$ cat src/rtl/key_event_pkg.sv
// key_event_pkg
//   Shared definitions for the key event decoder slice.
//   - key_state_t : one-hot decoder states (GAP/SWALLOW only reachable when
//                   KEY_EVENT_DOUBLE_PRESS_EN is defined)
//   - DEF_*_TICKS : default tick counts for a 1 kHz TICK
//   - max3        : largest of three counts, used to size the tick counters
package key_event_pkg;

  typedef enum logic [4:0] {
    ST_IDLE      = 5'b00001,
    ST_PRESSED   = 5'b00010,
    ST_LONG_HELD = 5'b00100,
    ST_GAP       = 5'b01000,
    ST_SWALLOW   = 5'b10000
  } key_state_t;

  // 1 kHz TICK: 1 s long press, 200 ms repeat, 250 ms double-press window
  localparam int unsigned DEF_LONG_TICKS   = 1000;
  localparam int unsigned DEF_REPEAT_TICKS = 200;
  localparam int unsigned DEF_DOUBLE_TICKS = 250;

  function automatic int unsigned max3(input int unsigned a,
                                       input int unsigned b,
                                       input int unsigned c);
    int unsigned m;
    m = (a > b) ? a : b;
    return (m > c) ? m : c;
  endfunction

endpackage

$ cat src/rtl/key_tick_timer.sv
// key_tick_timer
//   Saturating tick counter with synchronous clear and terminal-count compare.
//   Ports:
//     CLK, nRST : clock, asynchronous active-low reset
//     CLR       : clear count to 0 (has priority over TICK)
//     TICK      : count enable, +1 per cycle high
//     AT_TERM   : count currently equals TERM-1 (the next TICK is terminal)
module key_tick_timer #(
  parameter int unsigned W    = 11,
  parameter int unsigned TERM = 1
) (
  input  logic CLK,
  input  logic nRST,
  input  logic CLR,
  input  logic TICK,
  output logic AT_TERM
);

  localparam logic [W-1:0] TERM_M1 = W'(TERM - 1);

  logic [W-1:0] cnt;

  always_ff @(posedge CLK or negedge nRST) begin
    if (!nRST)
      cnt <= '0;
    else if (CLR)
      cnt <= '0;
    else if (TICK && (cnt != '1))
      cnt <= cnt + W'(1);
  end

  assign AT_TERM = (cnt == TERM_M1);

endmodule

$ cat src/rtl/key_event_decoder.sv
// key_event_decoder
//   Classifies debounced key presses as short, long or auto-repeat, timing
//   the hold in TICK enables from the shared divider.
//   Optional feature macro: KEY_EVENT_DOUBLE_PRESS_EN (double-press detect;
//   SHORT_PRESS is then deferred until the double-press window expires).
//   Ports:
//     CLK, nRST    : clock, asynchronous active-low reset
//     TICK         : one-cycle divider enable
//     KEY_FLAG     : debouncer edge pulse
//     KEY_STATE    : debounced level (0 = pressed)
//     SHORT_PRESS  : pulse, press released before LONG_TICKS
//     LONG_PRESS   : pulse, LONG_TICKS ticks of hold reached
//     REPEAT       : pulse, every REPEAT_TICKS ticks after LONG_PRESS
//     DOUBLE_PRESS : pulse, second press within DOUBLE_TICKS (0 without macro)
//     HELD         : level, key held (PRESSED or LONG_HELD)
module key_event_decoder
  import key_event_pkg::*;
#(
  parameter int unsigned LONG_TICKS   = DEF_LONG_TICKS,
  parameter int unsigned REPEAT_TICKS = DEF_REPEAT_TICKS,
  parameter int unsigned DOUBLE_TICKS = DEF_DOUBLE_TICKS
) (
  input  logic CLK,
  input  logic nRST,
  input  logic TICK,
  input  logic KEY_FLAG,
  input  logic KEY_STATE,
  output logic SHORT_PRESS,
  output logic LONG_PRESS,
  output logic REPEAT,
  output logic DOUBLE_PRESS,
  output logic HELD
);

  localparam int unsigned CNT_W =
    $clog2(max3(LONG_TICKS, REPEAT_TICKS, DOUBLE_TICKS)) + 1;

  key_state_t state, state_nxt;

  logic press, rel;
  logic hold_term, rep_term;
  logic short_nxt, long_nxt, rep_nxt, dbl_nxt, held_nxt;

  assign press = KEY_FLAG & ~KEY_STATE;
  assign rel   = KEY_FLAG &  KEY_STATE;

  // Each timer is held clear whenever the FSM is outside the state that uses
  // it, so every state entry starts from 0 and the press cycle's own TICK is
  // never counted.
  key_tick_timer #(.W(CNT_W), .TERM(LONG_TICKS)) u_hold (
    .CLK     (CLK),
    .nRST    (nRST),
    .CLR     (state != ST_PRESSED),
    .TICK    (TICK),
    .AT_TERM (hold_term)
  );

  key_tick_timer #(.W(CNT_W), .TERM(REPEAT_TICKS)) u_rep (
    .CLK     (CLK),
    .nRST    (nRST),
    .CLR     ((state != ST_LONG_HELD) || (TICK && rep_term)),
    .TICK    (TICK),
    .AT_TERM (rep_term)
  );

`ifdef KEY_EVENT_DOUBLE_PRESS_EN
  logic gap_term;

  key_tick_timer #(.W(CNT_W), .TERM(DOUBLE_TICKS)) u_gap (
    .CLK     (CLK),
    .nRST    (nRST),
    .CLR     (state != ST_GAP),
    .TICK    (TICK),
    .AT_TERM (gap_term)
  );
`endif

  // Next state and next outputs; outputs are registered below so each pulse
  // appears the cycle after its cause. Release/press take priority over a
  // coincident terminal TICK.
  always_comb begin
    state_nxt = state;
    short_nxt = 1'b0;
    long_nxt  = 1'b0;
    rep_nxt   = 1'b0;
    dbl_nxt   = 1'b0;
    case (state)
      ST_IDLE: begin
        if (press)
          state_nxt = ST_PRESSED;
      end
      ST_PRESSED: begin
        if (rel) begin
`ifdef KEY_EVENT_DOUBLE_PRESS_EN
          state_nxt = ST_GAP;
`else
          short_nxt = 1'b1;
          state_nxt = ST_IDLE;
`endif
        end else if (TICK && hold_term) begin
          long_nxt  = 1'b1;
          state_nxt = ST_LONG_HELD;
        end
      end
      ST_LONG_HELD: begin
        if (rel)
          state_nxt = ST_IDLE;
        else if (TICK && rep_term)
          rep_nxt = 1'b1;
      end
`ifdef KEY_EVENT_DOUBLE_PRESS_EN
      ST_GAP: begin
        if (press) begin
          dbl_nxt   = 1'b1;
          state_nxt = ST_SWALLOW;
        end else if (TICK && gap_term) begin
          short_nxt = 1'b1;
          state_nxt = ST_IDLE;
        end
      end
      ST_SWALLOW: begin
        if (rel)
          state_nxt = ST_IDLE;
      end
`endif
      default: state_nxt = ST_IDLE;
    endcase
    held_nxt = (state_nxt == ST_PRESSED) || (state_nxt == ST_LONG_HELD);
  end

  always_ff @(posedge CLK or negedge nRST) begin
    if (!nRST) begin
      state       <= ST_IDLE;
      SHORT_PRESS <= 1'b0;
      LONG_PRESS  <= 1'b0;
      REPEAT      <= 1'b0;
      HELD        <= 1'b0;
    end else begin
      state       <= state_nxt;
      SHORT_PRESS <= short_nxt;
      LONG_PRESS  <= long_nxt;
      REPEAT      <= rep_nxt;
      HELD        <= held_nxt;
    end
  end

`ifdef KEY_EVENT_DOUBLE_PRESS_EN
  always_ff @(posedge CLK or negedge nRST) begin
    if (!nRST)
      DOUBLE_PRESS <= 1'b0;
    else
      DOUBLE_PRESS <= dbl_nxt;
  end
`else
  assign DOUBLE_PRESS = dbl_nxt;
`endif

endmodule

$ cat config.mk
export PLATFORM = sky130hd
export DESIGN_NAME = key_event_decoder
export DESIGN_NICKNAME = d
export VERILOG_FILES = /design/src/rtl/key_event_pkg.sv /design/src/rtl/key_tick_timer.sv /design/src/rtl/key_event_decoder.sv
export SDC_FILE = /design/constraint.sdc
export NUM_CORES = 1
export LEC_CHECK = 0
export CAP_MARGIN = 20
export CORE_UTILIZATION = 40
export DETAILED_ROUTE_END_ITERATION = 10
export GPL_TIMING_DRIVEN = 0
export PLACE_DENSITY = 0.68
export SYNTH_ARGS = -nofsm -noshare
export SYNTH_HDL_FRONTEND = slang
export SYNTH_HIERARCHICAL = 1
export SYNTH_SLANG_ARGS = --single-unit
$ cat constraint.sdc
create_clock -name CLK -period 1.9 [get_ports CLK]
set_input_delay 0.38 -clock CLK [delete_from_list [all_inputs] [get_ports CLK]]
set_output_delay 0.38 -clock CLK [all_outputs]
set_load 0.02 [all_outputs]
After elaboration in Yosys (flattened, before gate mapping). Index checks and enable logic that the tools add are counted.

Word-level logic and storage cells: 48. Register bits after elaboration: 31.

Muxes and demuxes: 17. Bitwise operators: 3. Reductions and logical operators: 8. Equal/unequal tests: 11. Add/sub/neg operators: 2.

Operator list (count): two-way mux 11 bit (4); adder 11 x 1 -> 11 bit, second input constant (2); inequality test 11 bit, second input constant (2); two-way mux 5 bit (4); one-hot mux 5 bit (3 select lines) (1); == test 11 x 10 -> 1 bit, second input constant (1); == test 11 x 8 -> 1 bit, second input constant (1); == test 5 x 2 -> 1 bit, second input constant (2); == test 5 x 3 -> 1 bit, second input constant (2); two-way mux 1 bit (8); == test 5 x 1 -> 1 bit, second input constant (1); inequality test 5 x 2 -> 1 bit, second input constant (1); inequality test 5 x 3 -> 1 bit, second input constant (1); logical AND 1 bit (4); nonzero test 2 bit (2); bitwise AND 1 bit (2); logical OR 1 bit (2); inverter 1 bit (1).

Logic depth before layout (Yosys ltp). Gate-level depths: netlist (run 1).

Word-level depth: 7. Depth in mapped cells: 7.

Hierarchy. Netlist (run 1), hierarchy kept.

By module, submodules not included: key_tick_timer (u_hold) (instances 1, cells each 64, area each 643.1 um^2, seq. area each 275.3 um^2); key_tick_timer (u_rep) (instances 1, cells each 63, area each 641.9 um^2, seq. area each 275.3 um^2); key_event_decoder (instances 1, cells each 35, area each 394.1 um^2, seq. area each 226.5 um^2).

Worst setup path after synthesis (run 1). OpenSTA, ideal clock, no wires.

Path type: register -> register. From: reg u_rep.cnt[8]. To: reg u_rep.cnt[5]. Clock period less this slack: 1.871 ns. Buffers on the path: 1. Slack: 0.029 ns. Data required time: 1.781 ns. Stages on the path, launching flop included: 7. Arrival: 1.752 ns. Path through: dfrtp_1 > or4_1 > nor4_1 > nand2_1 > nand3_1 > clkbuf_1 > o21ba_1.

Word-level cells in the longest chain between the ends: 4. Elaborated cells on any way between the ends: 7. Those cells by class: eq/ne (2); mux (1); reduce/logical (4).

RTL lines: start, declared (RTL line key_tick_timer.sv:21) `logic [W-1:0] cnt;`; start signal, assigned (RTL line key_tick_timer.sv:29) `cnt <= cnt + W'(1);`; == test 11 x 8 -> 1 bit * (RTL line key_tick_timer.sv:32) `assign AT_TERM = (cnt == TERM_M1);`; net rep_term (RTL line key_event_decoder.sv:41) `logic hold_term, rep_term;`; logical AND 1 bit * (RTL line key_event_decoder.sv:61) `.CLR ((state != ST_LONG_HELD) || (TICK && rep_term)),`; logical OR 1 bit * (RTL line key_event_decoder.sv:61); two-way mux 11 bit / nonzero test 2 bit (equally long branches).

Mark *: on every way through the listed nets, which the timed path passes. The rest lies on a longest branch. A chain may end at the register's enable or synchronous reset.

Worst setup path after layout (run 1). Same ends and word-level chain as after synthesis.

==> reports/metrics.cfg, run 1 <==
[layout]
mostFrequentLayoutCells=30 x dfrtp_1, 12 x nor2_1, 10 x nand2_1, 10 x nand3_1, 9 x a21oi_1
syn_to_final_growth_pct=17.66
seqCellArea_um2=777.0
drive_above_1_share_pct=22.53
final_common_cell=dfrtp_1
multi_input_area_um2=875.8
diodes=0
finish.net_count=188
fin_cells=232
fillCellCount=369

[logic_synthesis]
synthCells=162
netlist_area_um2=1679
yosysSeqAreaShare_pct=46.27
syn_avg_cell_area_um2=10.36
synth.distinct_cells=55
synth_warnings=6
synth_edf_count=0
async_flop_share_pct=100.0
yosys_register_bits=31
synth_ff_type=dfrtp_1

[worst_setup_path]
ff2ff_path_depth=6
start_kind=register
cp_max_fo=10
reg2reg_to=u_rep/cnt[5]
critPathBufInv=1
endpoint_kind=register
slowest_delay_ns=0.56
crit_chain=or4_1, nor4_2, nand2_1, nand3_2, buf_6, o21ba_1
regToRegSetupSlack_ns=0.08
cp_slowest_cell=or4_1
critPathArrivalTime_ns=2.00
required_ns=2.08
crit_family=simple AND/OR/NAND/NOR gates
r2r-start=u_rep/cnt[8]
crit_type=register to register

[floorplan]
start_util_pct=41.68
die_w_um=66.79
io_pins=10
die_area_um2=4461
core_area_um2=4029
die_h_um=66.79
num_rows=23

[sta]
timing.final.crit_share_pct=95.85
slew-limit-headroom_pct=48.94
worst_pin_slew_ns=0.7635
clock_skew_ns=0.007257
setup_viol=0
finalMaxSlewViolations=0
hold_violations=0
fmax_mhz=549.1
tns_ns=0
period_needed_ns=1.821

[detailed_routing]
wirelength_um=3386
wl_per_cell_um=14.59
num_vias=1341
drt_iter0_drc=63
drc=0
ant_nets=0
viasPerCell=5.780
drt-pass1-iter-count=4

[placed_design]
numPortBuffers=8
placed_cells=223
gp_routability_congestion=0.8520
dp_hpwl_um=2475

[power]
power_frac_seq_pct=51.7
p_switching_mw=0.2766
pwr-share-clk_pct=43.6
combPwrFrac_pct=4.7
p_int_mw=1.019
powerDensity_nw_per_um2=656.0
switching_share_pct=21.34
ir_drop_v=0.0002623
p_leak_nw=0.8298

[flow_run]
max-cap-violations=0

[cts]
numCtsBuffers=5
cts_hold_buf=0
clockBufferDepth=2
path_clk_slew_ns=0.07
ctsHtreeMaxLevel=2
cts_root_buffer=clkbuf_8
cts_tree=yes
cts_sinks=31
insertion_delay_ns=0.28

[min_path]
min_path_type=primary input to async pin

[global_route]
grt_pass1_wl_um=5616
grt_pass1_vias=1222
overflow=0
gr-usage-all-layers_pct=17.34
antenna_found_initial=0
grt_start_max_net_pins=18

[outcome]
outcome=finished, final reports clean

through the flow:
stage	total power, mW	instance area (µm²)	setup slack, ns	hold slack (ns)	util (%)
6_report	1.296	1976	0.07878	0.5431	49.04
5_1_grt	1.356	1976	-0.01113	0.6035	49.04
4_1_cts	1.310	1947	0.001746	0.5628	48.32
3_5_place_dp	0.7426	1844	-0.3958	0.5522	45.78
3_3_place_gp	0.7363	1829	-0.3397	0.5354	45.40
2_1_floorplan	0.7065	1687	0.02907	0.08441	-
state kept, by name (all words and copies together) (netlist names):
register	flops
u_hold/cnt	11
u_rep/cnt	11
state	5
HELD	1
LONG_PRESS	1
REPEAT	1
SHORT_PRESS	1
cell type report:
| class | count | share of cell area (%) |
|---|---|---|
| Buffer | 6 | 2.217 |
| Clock buffer | 8 | 5.067 |
| Timing Repair Buffer | 10 | 5.130 |
| Multi-Input combinational cell | 123 | 44.33 |
| Inverter | 4 | 0.7600 |
| Tap cell | 50 | 3.167 |
| Sequential cell | 31 | 39.33 |
cell usage after synthesis (3+ instances only):
cell / instances / area [µm²]
dfrtp_1: 30 / 750.7
nor2_1: 12 / 45.04
nand3_1: 11 / 55.05
nand2_1: 10 / 37.54
a21oi_1: 9 / 45.04
o21ai_1: 5 / 25.02
and3_1: 4 / 25.02
inv_1: 4 / 15.01
nand4_1: 4 / 25.02
or3_2: 4 / 30.03
a21oi_2: 3 / 26.28
nor2b_1: 3 / 18.77
nor3_2: 3 / 30.03
nor4_1: 3 / 18.77
o31ai_1: 3 / 22.52
worst max path at each step:
stage,from,end,slack [ns],depth (start not counted)
final,u_rep/cnt[8],u_rep/cnt[5],0.08,6
after global routing,u_rep/cnt[8],u_rep/cnt[5],-0.01,6
after CTS,u_rep/cnt[8],u_rep/cnt[5],0.002,6
after detailed placement,TICK,u_rep/cnt[5],-0.40,5
after global placement,TICK,u_rep/cnt[2],-0.34,5
after floorplan,u_rep/cnt[8],u_rep/cnt[5],0.03,6
routing by layer:
layer	up-vias	part of all wire, %	global-route usage (%)
met5	-	0	0
met4	0	1.8	7.979
met3	7	4.4	5.651
met2	27	49	28.79
met1	668	45	20.02
li1	639	-	-
kinds of logic (layout without fill, tap and decap cells):
logic type	after synthesis	in the layout	synth area share, %
and+or+nand+nor	72	72	26.60
AOI/OAI and AO/OA	39	39	18.41
DFF	31	31	46.27
buffers and inverters	10	28	3.055
xor gates and xnor gates	4	4	2.087
muxes	3	3	1.863
adders and majority gates	2	2	1.490
other	1	3	0.2233
power groups by stage:
stage / clock network (mW) / registers (mW) / logic, mW
floorplan: 0 / 0.681 / 0.0251
global placement: 0 / 0.681 / 0.0552
detailed placement: 0 / 0.681 / 0.0612
CTS: 0.580 / 0.669 / 0.0608
global route: 0.619 / 0.669 / 0.0680
finish: 0.565 / 0.669 / 0.0613
repair_timing:
action                     CTS  global route
buffers inserted             0             1
pin swaps                    0             2
setup endpoints to repair   10            13
gates cloned                 0             0
resized for setup            3             5
Note: power is estimated with default switching activity, not from simulation.
==> run 2, diff against run 1 <==
--- a/config.mk
+++ b/config.mk
@@ -6,10 +6,13 @@
 export NUM_CORES = 1
 export LEC_CHECK = 0
 export CAP_MARGIN = 20
+export CELL_PAD_IN_SITES_DETAIL_PLACEMENT = 1
+export CELL_PAD_IN_SITES_GLOBAL_PLACEMENT = 1
 export CORE_UTILIZATION = 40
+export CTS_BUF_LIST = sky130_fd_sc_hd__clkbuf_8
 export DETAILED_ROUTE_END_ITERATION = 10
 export GPL_TIMING_DRIVEN = 0
-export PLACE_DENSITY = 0.68
+export PLACE_DENSITY = 0.8
 export SYNTH_ARGS = -nofsm -noshare
 export SYNTH_HDL_FRONTEND = slang
 export SYNTH_HIERARCHICAL = 1
==> run 2 against run 1 <==
Final area is 3.7% higher. Largest cell class unchanged. Largest power group is now the clock network. Hold slack worse by 0.044 ns. Clock power is 19% higher. Flip-flop and latch count stayed put. Non-clock buffer count is 3 higher. Die area stayed put.
==> reports/metrics.cfg, run 2 (synthesis gave the netlist of run 1 again) <==
[placed_design]
placed_cell_area_um2=1857  ; +0.68%
gp_routability_congestion=0.8266  ; -3.0%
dp_hpwl_um=2962  ; +20%
post-place-ws_ns=-0.4176  ; -0.02185 ns
numPortBuffers=8  ; unchanged
placed_cells=223  ; unchanged

[global_route]
overflow=0  ; unchanged
gr-usage-all-layers_pct=21.68  ; +4.3 points
grt_pass1_vias=1495  ; +22%
antenna_found_initial=0  ; unchanged
grt_pass1_wl_um=7038  ; +25%
grt_start_max_net_pins=21  ; +3

[worst_setup_path]
r2r-start=u_rep/cnt[0]
critPathArrivalTime_ns=2.05  ; +0.05 ns
crit_chain=ha_2, nand4_2, o41ai_4, buf_4, or4_1, a21oi_1
required_ns=2.11  ; +0.03 ns
slowest_delay_ns=0.51  ; -0.05 ns
ff2ff_path_depth=6  ; unchanged
start_kind=register
crit_type=register to register
reg2reg_to=u_rep/cnt[7]
cp-startpoint=u_rep/cnt[0]
critPathBufInv=1  ; unchanged
cp_max_fo=5  ; -5
endpoint_kind=register
regToRegSetupSlack_ns=0.06  ; -0.02 ns
crit_family=simple AND/OR/NAND/NOR gates
cp_slowest_cell=or4_1

[detailed_routing]
wl_per_cell_um=17.94  ; +23%
ant_nets=0  ; unchanged
num_vias=1410  ; +5.1%
wirelength_um=4216  ; +25%
viasPerCell=6.000  ; +3.8%
drt-pass1-iter-count=4  ; unchanged
drt_iter0_drc=79  ; +25%
drc=0  ; unchanged

[layout]
fin_area_um2=2049  ; +3.7%
fin_cells=235  ; +1.3%
seqCellArea_um2=777.0  ; unchanged
multi_input_area_um2=893.4  ; +2.0%
finish.net_count=191  ; +1.6%
mostFrequentLayoutCells=30 x dfrtp_1, 12 x nor2_1, 10 x nand2_1, 10 x nand3_1, 9 x a21oi_1
fillCellCount=456  ; +24%
syn_to_final_growth_pct=22.06
top_regs=u_hold/cnt (11), u_rep/cnt (11), state (5)
diodes=0  ; unchanged
final_common_cell=dfrtp_1
drive_above_1_share_pct=25.95  ; +3.4 points

[sta]
clock_skew_ns=0.007534  ; +0.0002768 ns
setup_ws_ns=0.06262  ; -0.01616 ns
timing.final.crit_share_pct=96.70  ; +0.85 points
hold_ws_ns=0.4988  ; -0.04427 ns
period_needed_ns=1.837  ; +0.01616 ns
slew-limit-headroom_pct=55.72  ; +6.8 points
fmax_mhz=544.3  ; -0.88%
setup_viol=0  ; unchanged
finalMaxSlewViolations=0  ; unchanged
rsz0062_at_grt=false
worst_pin_slew_ns=0.6622  ; -0.1013 ns
hold_violations=0  ; unchanged

[cts]
clockBufferDepth=2  ; unchanged
cts_hold_buf=0  ; unchanged
numCtsBuffers=5  ; unchanged
cts_tree=yes
cts_root_buffer=clkbuf_8
insertion_delay_ns=0.28  ; about the same
cts_sinks=31  ; unchanged
path_clk_slew_ns=0.07  ; about the same
ctsHtreeMaxLevel=2  ; unchanged

[power]
power_mw=1.412  ; +9.0%
powerDensity_nw_per_um2=689.2  ; +5.1%
ir_drop_v=0.0003819  ; +46%
p_leak_nw=0.8549  ; +3.0%

[min_path]
min_path_type=primary input to async pin

[floorplan]
io_pins=10  ; unchanged
num_rows=23  ; unchanged
die_w_um=66.79  ; unchanged
die_h_um=66.79  ; unchanged
core_area_um2=4029  ; unchanged
die_area_um2=4461  ; unchanged
start_util_pct=41.68  ; unchanged

[flow_run]
max-cap-violations=0  ; unchanged

[outcome]
outcome=finished, final reports clean

==> run 2: cell count changes in the layout (fill, tap and decap cells not counted), sizes merged <==
| cell | previous run | this run |
|---|---|---|
| buf | 7 | 10 |
| clkbuf | 9 | 7 |
| bufinv | 0 | 1 |
| clkinv | 0 | 1 |
==> run 2: final cells by class <==
type                            instances  share of cell area [%]
Buffer                                  6                   2.320
Clock buffer                            6                   4.029
Clock inverter                          2                   1.709
Inverter                                4                  0.7326
Multi-Input combinational cell        123                   43.59
Sequential cell                        31                   37.91
Tap cell                               50                   3.052
Timing Repair Buffer                   13                   6.654
==> run 2: layer usage <==
layer,vias to the layer above,GRT usage [%],wire length (µm)
li1,646,-,-
met1,730,25.13,1864
met2,23,36.99,2126
met3,11,5.822,124
met4,0,9.574,100
met5,-,0,0
==> run 2: worst max path at each step <==
stage | to | slack [ns] | cells after the start
floorplan | u_rep/cnt[5] | 0.03 | 6
global placement | u_rep/cnt[5] | -0.35 | 5
detailed placement | u_rep/cnt[5] | -0.42 | 5
CTS | u_rep/cnt[5] | -0.009 | 6
global route | u_hold/cnt[1] | 0.004 | 5
finish | u_rep/cnt[7] | 0.06 | 6
==> run 2: metrics by stage <==
stage | utilization, % | TNS (ns)
floorplan | - | 0
global placement | 45.40 | -6.342
detailed placement | 46.09 | -4.277
CTS | 49.72 | -0.008830
global route | 50.87 | 0
finish | 50.87 | 0
==> run 2: worst register-to-register path, cell delays in order (launching register included) <==
cell and delay (ns):
dfrtp_1 0.41, ha_2 0.24, nand4_2 0.17, o41ai_4 0.10
buf_4 0.18, or4_1 0.51, a21oi_1 0.16
==> run 2: what timing repair did <==
item | 4_1_cts | 5_1_grt
gates resized for setup | 8 | 4
buffers inserted | 0 | 4
pin swaps | 0 | 2
setup endpoints to repair | 14 | 10
==> run 2: power by group <==
| part | total [mW] | switching, mW | internal [mW] |
|---|---|---|---|
| logic | 0.0685 | 0.0400 | 0.0285 |
| clock network | 0.674 | 0.250 | 0.424 |
| registers | 0.670 | 0.00500 | 0.665 |
| total | 1.41 | 0.295 | 1.12 |
==> run 3, diff against run 2 <==
--- a/config.mk
+++ b/config.mk
@@ -12,8 +12,7 @@
 export CTS_BUF_LIST = sky130_fd_sc_hd__clkbuf_8
 export DETAILED_ROUTE_END_ITERATION = 10
 export GPL_TIMING_DRIVEN = 0
-export PLACE_DENSITY = 0.8
+export PLACE_DENSITY = 0.81
 export SYNTH_ARGS = -nofsm -noshare
 export SYNTH_HDL_FRONTEND = slang
-export SYNTH_HIERARCHICAL = 1
 export SYNTH_SLANG_ARGS = --single-unit
==> run 3 against run 2 <==
Sequential power about the same. Die area fell by 7.0%. Hold slack worse by 0.029 ns. Synthesized cell count decreased by 1.2%. Global-route usage down 1.2 points. Via count is 7.3% lower.
==> reports/metrics.cfg, run 3 <==
[outcome]
outcome=finished, final reports clean

[worst_setup_path]
start_kind=primary input
crit_type=primary input to register
endpoint_kind=register
slowest_delay_ns=0.48  ; -0.03 ns
critPathArrivalTime_ns=1.96  ; -0.09 ns
crit_chain=clkdlybuf4s50_1, buf_4, and4_1, o211ai_1, or3_1, a21oi_1
required_ns=2.11  ; about the same
cp_slowest_cell=clkdlybuf4s50_1
cp_max_fo=10  ; +5

[layout]
final_common_cell=dfrtp_1
drive_above_1_share_pct=10.06  ; -16 points
diodes=0  ; unchanged
top_regs=u_hold.cnt (11), u_rep.cnt (11), state (5)
mostFrequentLayoutCells=30 x dfrtp_1, 19 x nor2_1, 13 x nand2_1
finish.net_count=185  ; -3.1%
fin_area_um2=1821  ; -11%
syn_to_final_growth_pct=16.87
fillCellCount=442  ; -3.1%

[power]
ir_drop_v=0.0003780  ; -1.0%
powerDensity_nw_per_um2=704.2  ; +2.2%
p_leak_nw=0.7455  ; -13%

[min_path]
min_path_type=register to register

[detailed_routing]
drc=0  ; unchanged
viasPerCell=5.758  ; -4.0%
drt_iter0_drc=91  ; +15%
ant_nets=0  ; unchanged
drt-pass1-iter-count=4  ; unchanged
num_vias=1307  ; -7.3%
wl_per_cell_um=15.61  ; -13%
wirelength_um=3544  ; -16%

[floorplan]
die_w_um=64.41  ; -3.6%
io_pins=10  ; unchanged
core_area_um2=3689  ; -8.4%
die_h_um=64.41  ; -3.6%
die_area_um2=4148  ; -7.0%
num_rows=22  ; -4.3%
start_util_pct=42.23  ; +0.56 points

[cts]
cts-resized-gates=0  ; -8
insertion_delay_ns=0.29  ; about the same
clockBufferDepth=2  ; unchanged
cts_hold_buf=0  ; unchanged
path_clk_slew_ns=0.06  ; about the same
cts_sinks=31  ; unchanged
ctsHtreeMaxLevel=2  ; unchanged
cts_tree=yes
cts_root_buffer=clkbuf_8
numCtsBuffers=5  ; unchanged
post_cts_buffers=0  ; unchanged

[global_route]
antenna_found_initial=0  ; unchanged
grt_start_max_net_pins=18  ; -14%
overflow=0  ; unchanged
gr-usage-all-layers_pct=20.45  ; -1.2 points
grt_pass1_vias=1396  ; -6.6%
grt_pass1_wl_um=6313  ; -10%

[logic_synthesis]
synth_top_family_by_area=simple AND/OR/NAND/NOR gates
synth_xor_area_share_pct=3.936  ; +1.8 points
synth-adder-area-share_pct=1.606  ; +0.12 points
yosysMostFrequentCell=dfrtp_1
synthCells=160  ; -1.2%
yosysSeqAreaShare_pct=49.88  ; +3.6 points
synth_warnings=0  ; -6
synth.area.mux_share_pct=0.6426  ; -1.2 points
synth_commonest_cells=30 x dfrtp_1, 19 x nor2_1, 13 x nand2_1
syn_avg_cell_area_um2=9.736  ; -6.1%
netlist_area_um2=1558  ; -7.2%
yosys_register_bits=31  ; unchanged
yosysTopAreaCell=dfrtp_1
yosys.area_share.simple_pct=28.92  ; +2.3 points
yosys-top-cells-area=dfrtp_1 48%, nor2_1 4.6%, xor2_1 3.4%
synth_ff_type=dfrtp_1
async_flop_share_pct=100.0  ; unchanged
synth.distinct_cells=41  ; -25%
synth_edf_count=0  ; unchanged
synth_compound_area_share_pct=13.01  ; -5.4 points
synth.top_cell.area_share_pct=48.19  ; +3.5 points

[sta]
slew-limit-headroom_pct=46.24  ; -9.5 points
hold_ws_ns=0.4698  ; -0.02904 ns
rsz0062_at_grt=false
setup_viol=0  ; unchanged
period_needed_ns=1.756  ; -0.08092 ns
timing.final.crit_share_pct=92.45  ; -4.3 points
worst_pin_slew_ns=0.8038  ; +0.1416 ns
clock_skew_ns=0.01153  ; +0.003999 ns
finalMaxSlewViolations=0  ; unchanged
hold_violations=0  ; unchanged
fmax_mhz=569.3  ; +4.6%

[placed_design]
numPortBuffers=8  ; unchanged
placed_cell_area_um2=1720  ; -7.3%
dp_hpwl_um=2606  ; -12%
gp_routability_congestion=0.8686  ; +5.1%

[flow_run]
max-cap-violations=0  ; unchanged

[run 3: changes by cell type after synthesis, sizes merged, moves of 3 or more]
| cell | before | now |
|---|---|---|
| nor2 | 13 | 19 |
| a31oi | 1 | 4 |
| or3 | 4 | 1 |
| o21ai | 7 | 3 |
| nor3 | 5 | 10 |
| and2 | 2 | 5 |
| nor2b | 3 | 0 |
| nand3 | 11 | 6 |
| nand2 | 10 | 13 |
| xor2 | 2 | 6 |
[run 3: metrics by stage]
step	std cells	setup slack [ns]	power [mW]	utilization (%)	TNS, ns
after floorplan	162	0.4100	0.6992	-	0
after global placement	218	-0.1185	0.7247	46.23	-3.771
after detailed placement	219	-0.1526	0.7301	46.64	-0.5144
after CTS	227	0.1439	1.294	49.36	0
after global routing	227	0.02781	1.330	49.36	0
final	227	0.1435	1.282	49.36	0
[run 3: cells by family (layout without fill, tap and decap cells)]
logic type / Yosys count / count (layout)
other: 1 / 3
adder cells (fa/ha/maj): 2 / 2
buffers and inverters: 5 / 22
XOR/XNOR: 7 / 7
multiplexers: 1 / 1
AND/OR/NAND/NOR: 83 / 83
AO/OA/AOI/OAI: 30 / 30
flip-flops: 31 / 31
[run 3: per-layer routing]
metal | vias to the layer above | part of all wire [%] | track usage [%]
met1 | 650 | 46 | 25.14
met2 | 24 | 48 | 32.63
li1 | 627 | - | -
met3 | 6 | 4.4 | 6.964
met5 | - | 0 | 0
met4 | 0 | 1.8 | 8.333
[run 3: final timing paths]
kind | startpoint | to | slack (ns) | cells past startpoint
worst max-delay path | TICK | u_hold.cnt[7] | 0.14 | 6
worst min-delay path | state[3] | state[1] | 0.47 | 1
worst max register to register | u_hold.cnt[0] | u_hold.cnt[0] | 0.24 | 5
worst min register to register | state[3] | state[1] | 0.47 | 1
max in group asynchronous | nRST | state[0] | 0.69 | 2
min in group asynchronous | nRST | u_rep.cnt[7] | 0.55 | 1
[run 3: final cells by class]
type | count | area [µm²] | area share (%)
Sequential cell | 31 | 777.0 | 42.68
Multi-Input combinational cell | 126 | 760.7 | 41.79
Clock buffer | 7 | 96.34 | 5.292
Timing Repair Buffer | 9 | 95.09 | 5.223
Tap cell | 48 | 60.06 | 3.299
Buffer | 3 | 20.02 | 1.100
Inverter | 2 | 7.507 | 0.4124
Clock inverter | 1 | 3.754 | 0.2062
[run 3: power by group]
group	leakage [nW]	internal, mW	switching (mW)	total, mW
Clock	0.0557	0.325	0.240	0.565
Combinational	0.265	0.0205	0.0288	0.0493
Sequential	0.425	0.665	0.00330	0.668
Total	0.746	1.01	0.272	1.28
[run 3: critical path, delay by kind of cell]
kind | cells | cell delay (ns)
buffers and inverters | 2 | 0.64
and+or+nand+nor | 2 | 0.61
AOI/OAI and AO/OA | 2 | 0.32
